[config.mk]
export PLATFORM = sky130hd
export DESIGN_NAME = i2s_tx
export DESIGN_NICKNAME = d
export VERILOG_FILES = /design/src/rtl/i2s_tx.sv
export SDC_FILE = /design/constraint.sdc
export NUM_CORES = 1
export LEC_CHECK = 0
export ABC_AREA = 1
export BUFFER_PORTS_ARGS = -buffer_cell sky130_fd_sc_hd__buf_4
export CAP_MARGIN = 30
export CORE_ASPECT_RATIO = 1.2
export CORE_MARGIN = 2
export CORE_UTILIZATION = 50
export CTS_CLUSTER_DIAMETER = 30
export CTS_CLUSTER_SIZE = 24
export DETAILED_ROUTE_END_ITERATION = 8
export PLACE_DENSITY = 0.75
export SLEW_MARGIN = 0
export SYNTH_ARGS = -nofsm -noshare
export SYNTH_HDL_FRONTEND = slang
export SYNTH_SLANG_ARGS = --single-unit
[constraint.sdc]
create_clock -name HCLK -period 4 [get_ports HCLK]
set_clock_uncertainty 0.05 [all_clocks]
set_input_delay 0.4 -clock HCLK [delete_from_list [all_inputs] [get_ports HCLK]]
set_output_delay 0.4 -clock HCLK [all_outputs]
set_load 0.05 [all_outputs]
[src/rtl/i2s_tx.sv]
// i2s_tx: Philips-format I2S bus master; frames are popped from a small FIFO and shifted MSB-first onto sd.
// Define I2S_TX_MONO_EN to store only `left` per entry and send it in both slots.

module i2s_tx_fifo #(
  parameter int W     = 32,
  parameter int DEPTH = 4,
  parameter int LW    = 3
) (
  input  logic          clk,
  input  logic          rst,
  input  logic          push,
  input  logic [W-1:0]  wdat,
  input  logic          pop,
  output logic [W-1:0]  rdat,
  output logic [LW-1:0] level,
  output logic          full,
  output logic          empty
);
  localparam int AW = (DEPTH > 1) ? $clog2(DEPTH) : 1;

  logic [W-1:0]  mem [DEPTH];
  logic [AW-1:0] wr_ptr;
  logic [AW-1:0] rd_ptr;

  always_ff @(posedge clk) begin
    if (rst) begin
      wr_ptr <= '0;
      rd_ptr <= '0;
      level  <= '0;
    end else begin
      if (push) wr_ptr <= wr_ptr + AW'(1);
      if (pop)  rd_ptr <= rd_ptr + AW'(1);
      if (push && !pop)      level <= level + LW'(1);
      else if (pop && !push) level <= level - LW'(1);
    end
  end

  always_ff @(posedge clk) begin
    if (push) mem[wr_ptr] <= wdat;
  end

  assign rdat  = mem[rd_ptr];
  assign full  = (level == LW'(DEPTH));
  assign empty = (level == '0);
endmodule

module i2s_tx #(
  parameter int DATA_W     = 16,
  parameter int SLOT_W     = 32,
  parameter int CLK_DIV    = 4,
  parameter int FIFO_DEPTH = 4
) (
  input  logic                        HCLK,
  input  logic                        HRESET,
  input  logic                        en,
  input  logic                        push_valid,
  output logic                        push_ready,
  input  logic [DATA_W-1:0]           left,
  input  logic [DATA_W-1:0]           right,
  output logic [$clog2(FIFO_DEPTH):0] level,
  output logic                        underrun,
  output logic                        sck,
  output logic                        ws,
  output logic                        sd
);
  localparam int LW   = $clog2(FIFO_DEPTH) + 1;
  localparam int BCW  = $clog2(2 * SLOT_W);
  localparam int DIVW = $clog2(CLK_DIV);
`ifdef I2S_TX_MONO_EN
  localparam int FW = DATA_W;
`else
  localparam int FW = 2 * DATA_W;
`endif
  localparam logic [BCW-1:0]  BC_LAST  = BCW'(2 * SLOT_W - 1);
  localparam logic [BCW-1:0]  SLOT_BC  = BCW'(SLOT_W);
  localparam logic [BCW-1:0]  L_LAST   = BCW'(DATA_W);
  localparam logic [BCW-1:0]  R_FIRST  = BCW'(SLOT_W + 1);
  localparam logic [BCW-1:0]  R_LAST   = BCW'(SLOT_W + DATA_W);
  localparam logic [DIVW-1:0] DIV_LAST = DIVW'(CLK_DIV - 1);

  typedef enum logic {IDLE, RUN} state_t;

  state_t            state, state_n;
  logic [DIVW-1:0]   div_cnt, div_n;
  logic [BCW-1:0]    bc, bc_n, bc_inc;
  logic              sck_n, ws_n, sd_n;
  logic [DATA_W-1:0] sh_l, sh_r, shl_n, shr_n;
  logic              load;

  logic          fifo_push, fifo_pop, fifo_full, fifo_empty;
  logic [FW-1:0] fifo_wdat, fifo_rdat;

`ifdef I2S_TX_MONO_EN
  logic unused_right;
  assign unused_right = ^right;
  assign fifo_wdat    = left;
`else
  assign fifo_wdat = {left, right};
`endif

  assign push_ready = !fifo_full;
  assign fifo_push  = push_valid && push_ready;
  // A frame load pops when data exists, otherwise it sends silence and flags it.
  assign fifo_pop   = load && !fifo_empty && !HRESET;
  assign underrun   = load && fifo_empty && !HRESET;

  i2s_tx_fifo #(.W(FW), .DEPTH(FIFO_DEPTH), .LW(LW)) u_fifo (
    .clk   (HCLK),
    .rst   (HRESET),
    .push  (fifo_push),
    .wdat  (fifo_wdat),
    .pop   (fifo_pop),
    .rdat  (fifo_rdat),
    .level (level),
    .full  (fifo_full),
    .empty (fifo_empty)
  );

  always_comb begin
    state_n = state;
    div_n   = div_cnt;
    sck_n   = sck;
    bc_n    = bc;
    ws_n    = ws;
    sd_n    = sd;
    shl_n   = sh_l;
    shr_n   = sh_r;
    load    = 1'b0;
    bc_inc  = bc + BCW'(1);
    case (state)
      IDLE: begin
        div_n = '0;
        sck_n = 1'b0;
        bc_n  = '0;
        ws_n  = 1'b0;
        sd_n  = 1'b0;
        if (en) begin
          state_n = RUN;
          load    = 1'b1;
        end
      end
      RUN: begin
        if (div_cnt != DIV_LAST) begin
          div_n = div_cnt + DIVW'(1);
        end else begin
          div_n = '0;
          sck_n = ~sck;
          if (sck) begin
            // Falling event: advance one bit; slot position 0 is the Philips delay bit.
            ws_n = 1'b0;
            sd_n = 1'b0;
            if (bc == BC_LAST) begin
              bc_n = '0;
              if (en) load = 1'b1;
              else    state_n = IDLE;
            end else begin
              bc_n = bc_inc;
              ws_n = (bc_inc >= SLOT_BC);
              if (bc_inc <= L_LAST) begin
                sd_n  = sh_l[DATA_W-1];
                shl_n = sh_l << 1;
              end else if (bc_inc >= R_FIRST && bc_inc <= R_LAST) begin
                sd_n  = sh_r[DATA_W-1];
                shr_n = sh_r << 1;
              end
            end
          end
        end
      end
      default: state_n = IDLE;
    endcase
    if (load) begin
      if (fifo_empty) begin
        shl_n = '0;
        shr_n = '0;
      end else begin
`ifdef I2S_TX_MONO_EN
        shl_n = fifo_rdat;
        shr_n = fifo_rdat;
`else
        shl_n = fifo_rdat[FW-1:DATA_W];
        shr_n = fifo_rdat[DATA_W-1:0];
`endif
      end
    end
  end

  always_ff @(posedge HCLK) begin
    if (HRESET) begin
      state   <= IDLE;
      div_cnt <= '0;
      sck     <= 1'b0;
      bc      <= '0;
      ws      <= 1'b0;
      sd      <= 1'b0;
      sh_l    <= '0;
      sh_r    <= '0;
    end else begin
      state   <= state_n;
      div_cnt <= div_n;
      sck     <= sck_n;
      bc      <= bc_n;
      ws      <= ws_n;
      sd      <= sd_n;
      sh_l    <= shl_n;
      sh_r    <= shr_n;
    end
  end
endmodule
==> run_results.csv <==
group,metric,value,unit
worst_hold_path,hold_start,"right[5]",
synthesis,synthTopCellsByArea,"edfxtp_1 50%, dfxtp_1 14%, nor2_1 7.1%",
timing,hold_viol_final,0,
synthesis,synth.top_cell.area_share,0.503,
route,drc_errors,0,
finish,antenna_cells,0,
setup_path,crit_path_end_kind,"primary output",
finish,final_common_cell,"nor2_1",
route,antenna_left,0,
clock_tree,clock_sinks,180,
die,core-area,15000,um^2
route,wl,14900,um
clock_tree,clk_latency,0.43,ns
synthesis,synth.avg_cell_area,10.1,um^2
power_and_ir_drop,vdd_drop_max,0.000364,V
clock_tree,holdBufCountCts,0,
global_routing,grt_busiest_layer,"met2",
setup_path,crit_type,"reg2out",
timing,fin_crit,3.12,ns
die,start_util,0.511,
timing,post-route-period-util,0.781,
die,ios,44,
synthesis,synth_top_area_cell,"edfxtp_1",
place,numPortBuffers,43,
timing,setup_violations,0,
die,fp.dieW,117,um
setup_path,critical_path.cell_chain,"ha_1, nand2_2, inv_2, nand2_2, nor2_2, nand2_1, nand2_4, inv_4, nor3_1, buf_4",
route,drt_iter0_drc,414,
worst_hold_path,hold-path-cell-count,1,
setup_path,critPathBufInv,3,
synthesis,synth_area,7650,um^2
global_routing,grt_use_met2,0.327,
setup_path,reg2reg_slack,1.32,ns
finish,fin_nets,833,
clock_tree,cts_buffers,17,
timing,tns,0,ns
place,routabilityCongestion,0.789,
timing,grt_setup_unrepaired,"no",
global_routing,gr-usage-met1,0.245,
synthesis,synth_warnings,0,
flow_run,cap_violations,0,
power_and_ir_drop,pwr_density_cell,512,nW/um^2
global_routing,grt_use_met3,0.0505,
setup_path,critPathTopFamily,"simple AND/OR/NAND/NOR gates",
synthesis,ys_seq_area_frac,0.639,
clock_tree,cts_max_path_buffers,2,
timing,hold_ws,0.110,ns
clock_tree,ctsResizeCount,0,
timing,slew_headroom,0.445,
place,placed_area,8150,um^2
status,status,"completed",
setup_path,critical_path.most_common_cell,"nand2_2",
route,drt_pre_antenna_iters,5,
synthesis,ys_seq_elements,180,
setup_path,r2r_start,"bc[0]",
die,placementRows,49,
global_routing,first_global_vias,4928,
setup_path,r2r_cells,13,
clock_tree,postCtsSetupBuffers,0,
finish,area_delta_synth_final,14.3,%
global_routing,grt_pass1_wl,24100,um
global_routing,grt_max_degree,65,
setup_path,cp_data_arrival_time,2.67,ns
finish,drive_gt1_frac,0.160,
setup_path,worst_setup_path_start_kind,"flop",
timing,tightestPinTransition,0.831,ns
global_routing,track_usage,0.194,
clock_tree,cts_tree,"yes",
timing,timing.fmax,320,MHz
global_routing,antenna_found_initial,0,
finish,mostFrequentLayoutCells,"141 x nor2_1, 128 x edfxtp_1, 113 x nand2_1",
route,via_per_inst,5.18,
synthesis,synth_cell_types,32,
synthesis,synth_cells,756,
finish,design_area,8740,um^2
timing,maxSlewViolCount,0,
setup_path,cp_max_fo,63,
route,post_drt_wl_per_cell,14.8,um
clock_tree,root_buffer,"clkbuf_16",
clock_tree,cts.clk_slew.worst_paths,0.07,ns
route,num_vias,5209,
clock_tree,cts_max_level,4,
setup_path,worst-endpoint-required,3.55,ns
global_routing,grt_overflow,0,
worst_hold_path,min_to,"u_fifo.mem[2][5]",
setup_path,worst_path_max_delay_cell,"dfxtp_1",
die,die_h,139,um
worst_hold_path,hold_path_class,"in2reg",
finish,fin_util,0.585,
place,dpl.hpwl,8660,um
power_and_ir_drop,leakage,0.00343,uW
die,die-area,16300,um^2
setup_path,cp_slowest_stage_delay,0.41,ns
setup_path,r2r-end,"u_fifo.level[1]",
synthesis,syn_nets,801,
-- metrics by stage --
stage               setup slack (ns)  instances  power, uW
floorplan                      0.593        756       2660
global placement                1.40        970       2830
detailed placement              1.32        973       2860
CTS                            0.894       1005       4510
global route                   0.665       1005       4670
finish                         0.878       1005       4480
-- worst register-to-register path, stage by stage, from the launching register on --
cell and delay [ns]:
dfxtp_1 0.41, ha_1 0.25, nand2_2 0.08, inv_2 0.09
nand2_2 0.07, nor2_2 0.08, nand2_1 0.08, nand2_4 0.32
nand3_2 0.20, ha_1 0.22, inv_1 0.10, fa_1 0.42
o21ai_0 0.16, a21oi_1 0.05
-- kinds of logic after synthesis --
logic type,Yosys count,share of synthesized area
flops,180,0.639
buf+inv,86,0.0533
compound gates,138,0.0941
simple gates,342,0.197
xor+xnor,1,0.00115
fa+ha+maj,9,0.0157
-- layer usage --
layer / vias up / wire, um
met5: - / 0
met4: 0 / 175
met3: 17 / 575
met2: 99 / 7640
met1: 2470 / 6480
li1: 2623 / -
-- synth_stat cells --
master and instances:
a21oi_1 28, and3_1 1, buf_1 1, buf_2 7, buf_4 5, buf_6 7
clkbuf_1 21, clkinv_1 1, dfxtp_1 52, edfxtp_1 128, fa_1 1, ha_1 8
inv_1 40, inv_2 2, inv_4 2, nand2_1 113, nand2_2 5, nand2_4 2
nand3_1 45, nand3_2 12, nand3_4 1, nand4_1 3, nor2_1 145, nor2_2 12
nor2_4 1, nor3_1 2, o21ai_0 81, o21ai_1 10, o21ai_2 1, o22ai_1 17
o41ai_1 1, xor2_1 1
-- registers in the layout (all words and copies together) (netlist names), named ones only --
signal and flops:
bc 5, sh_r 16, u_fifo.wr_ptr 2, ws 1
sh_l 16, state 1, div_cnt 2, sck 1
u_fifo.level 3, u_fifo.mem 128, sd 1, u_fifo.rd_ptr 2
-- power breakdown --
group          internal (uW)  total [uW]  switching (uW)
Sequential              2150        2190            44.1
Combinational            191         621             430
Clock                    962        1660             701
Total                   3300        4480            1170
-- worst max-delay path by stage --
| stage | start | endpoint | slack (ns) | depth (start not counted) |
|---|---|---|---|---|
| floorplan | u_fifo.level[1] | u_fifo.mem[0][0] | 0.59 | 4 |
| global placement | bc[0] | underrun | 1.40 | 10 |
| detailed placement | bc[0] | u_fifo.level[1] | 1.32 | 13 |
| CTS | bc[0] | underrun | 0.89 | 10 |
| global route | bc[0] | underrun | 0.66 | 10 |
| finish | bc[0] | underrun | 0.88 | 10 |
-- layout make-up --
type | count | area, um^2
fill | 1251 | 6210
sequential | 180 | 4890
multi-input combinational | 490 | 2380
clock buffer | 20 | 457
timing repair buffer | 54 | 450
tap | 204 | 255
inverter | 45 | 174
clock inverter | 12 | 143
Power figures use the tool's default switching activity.
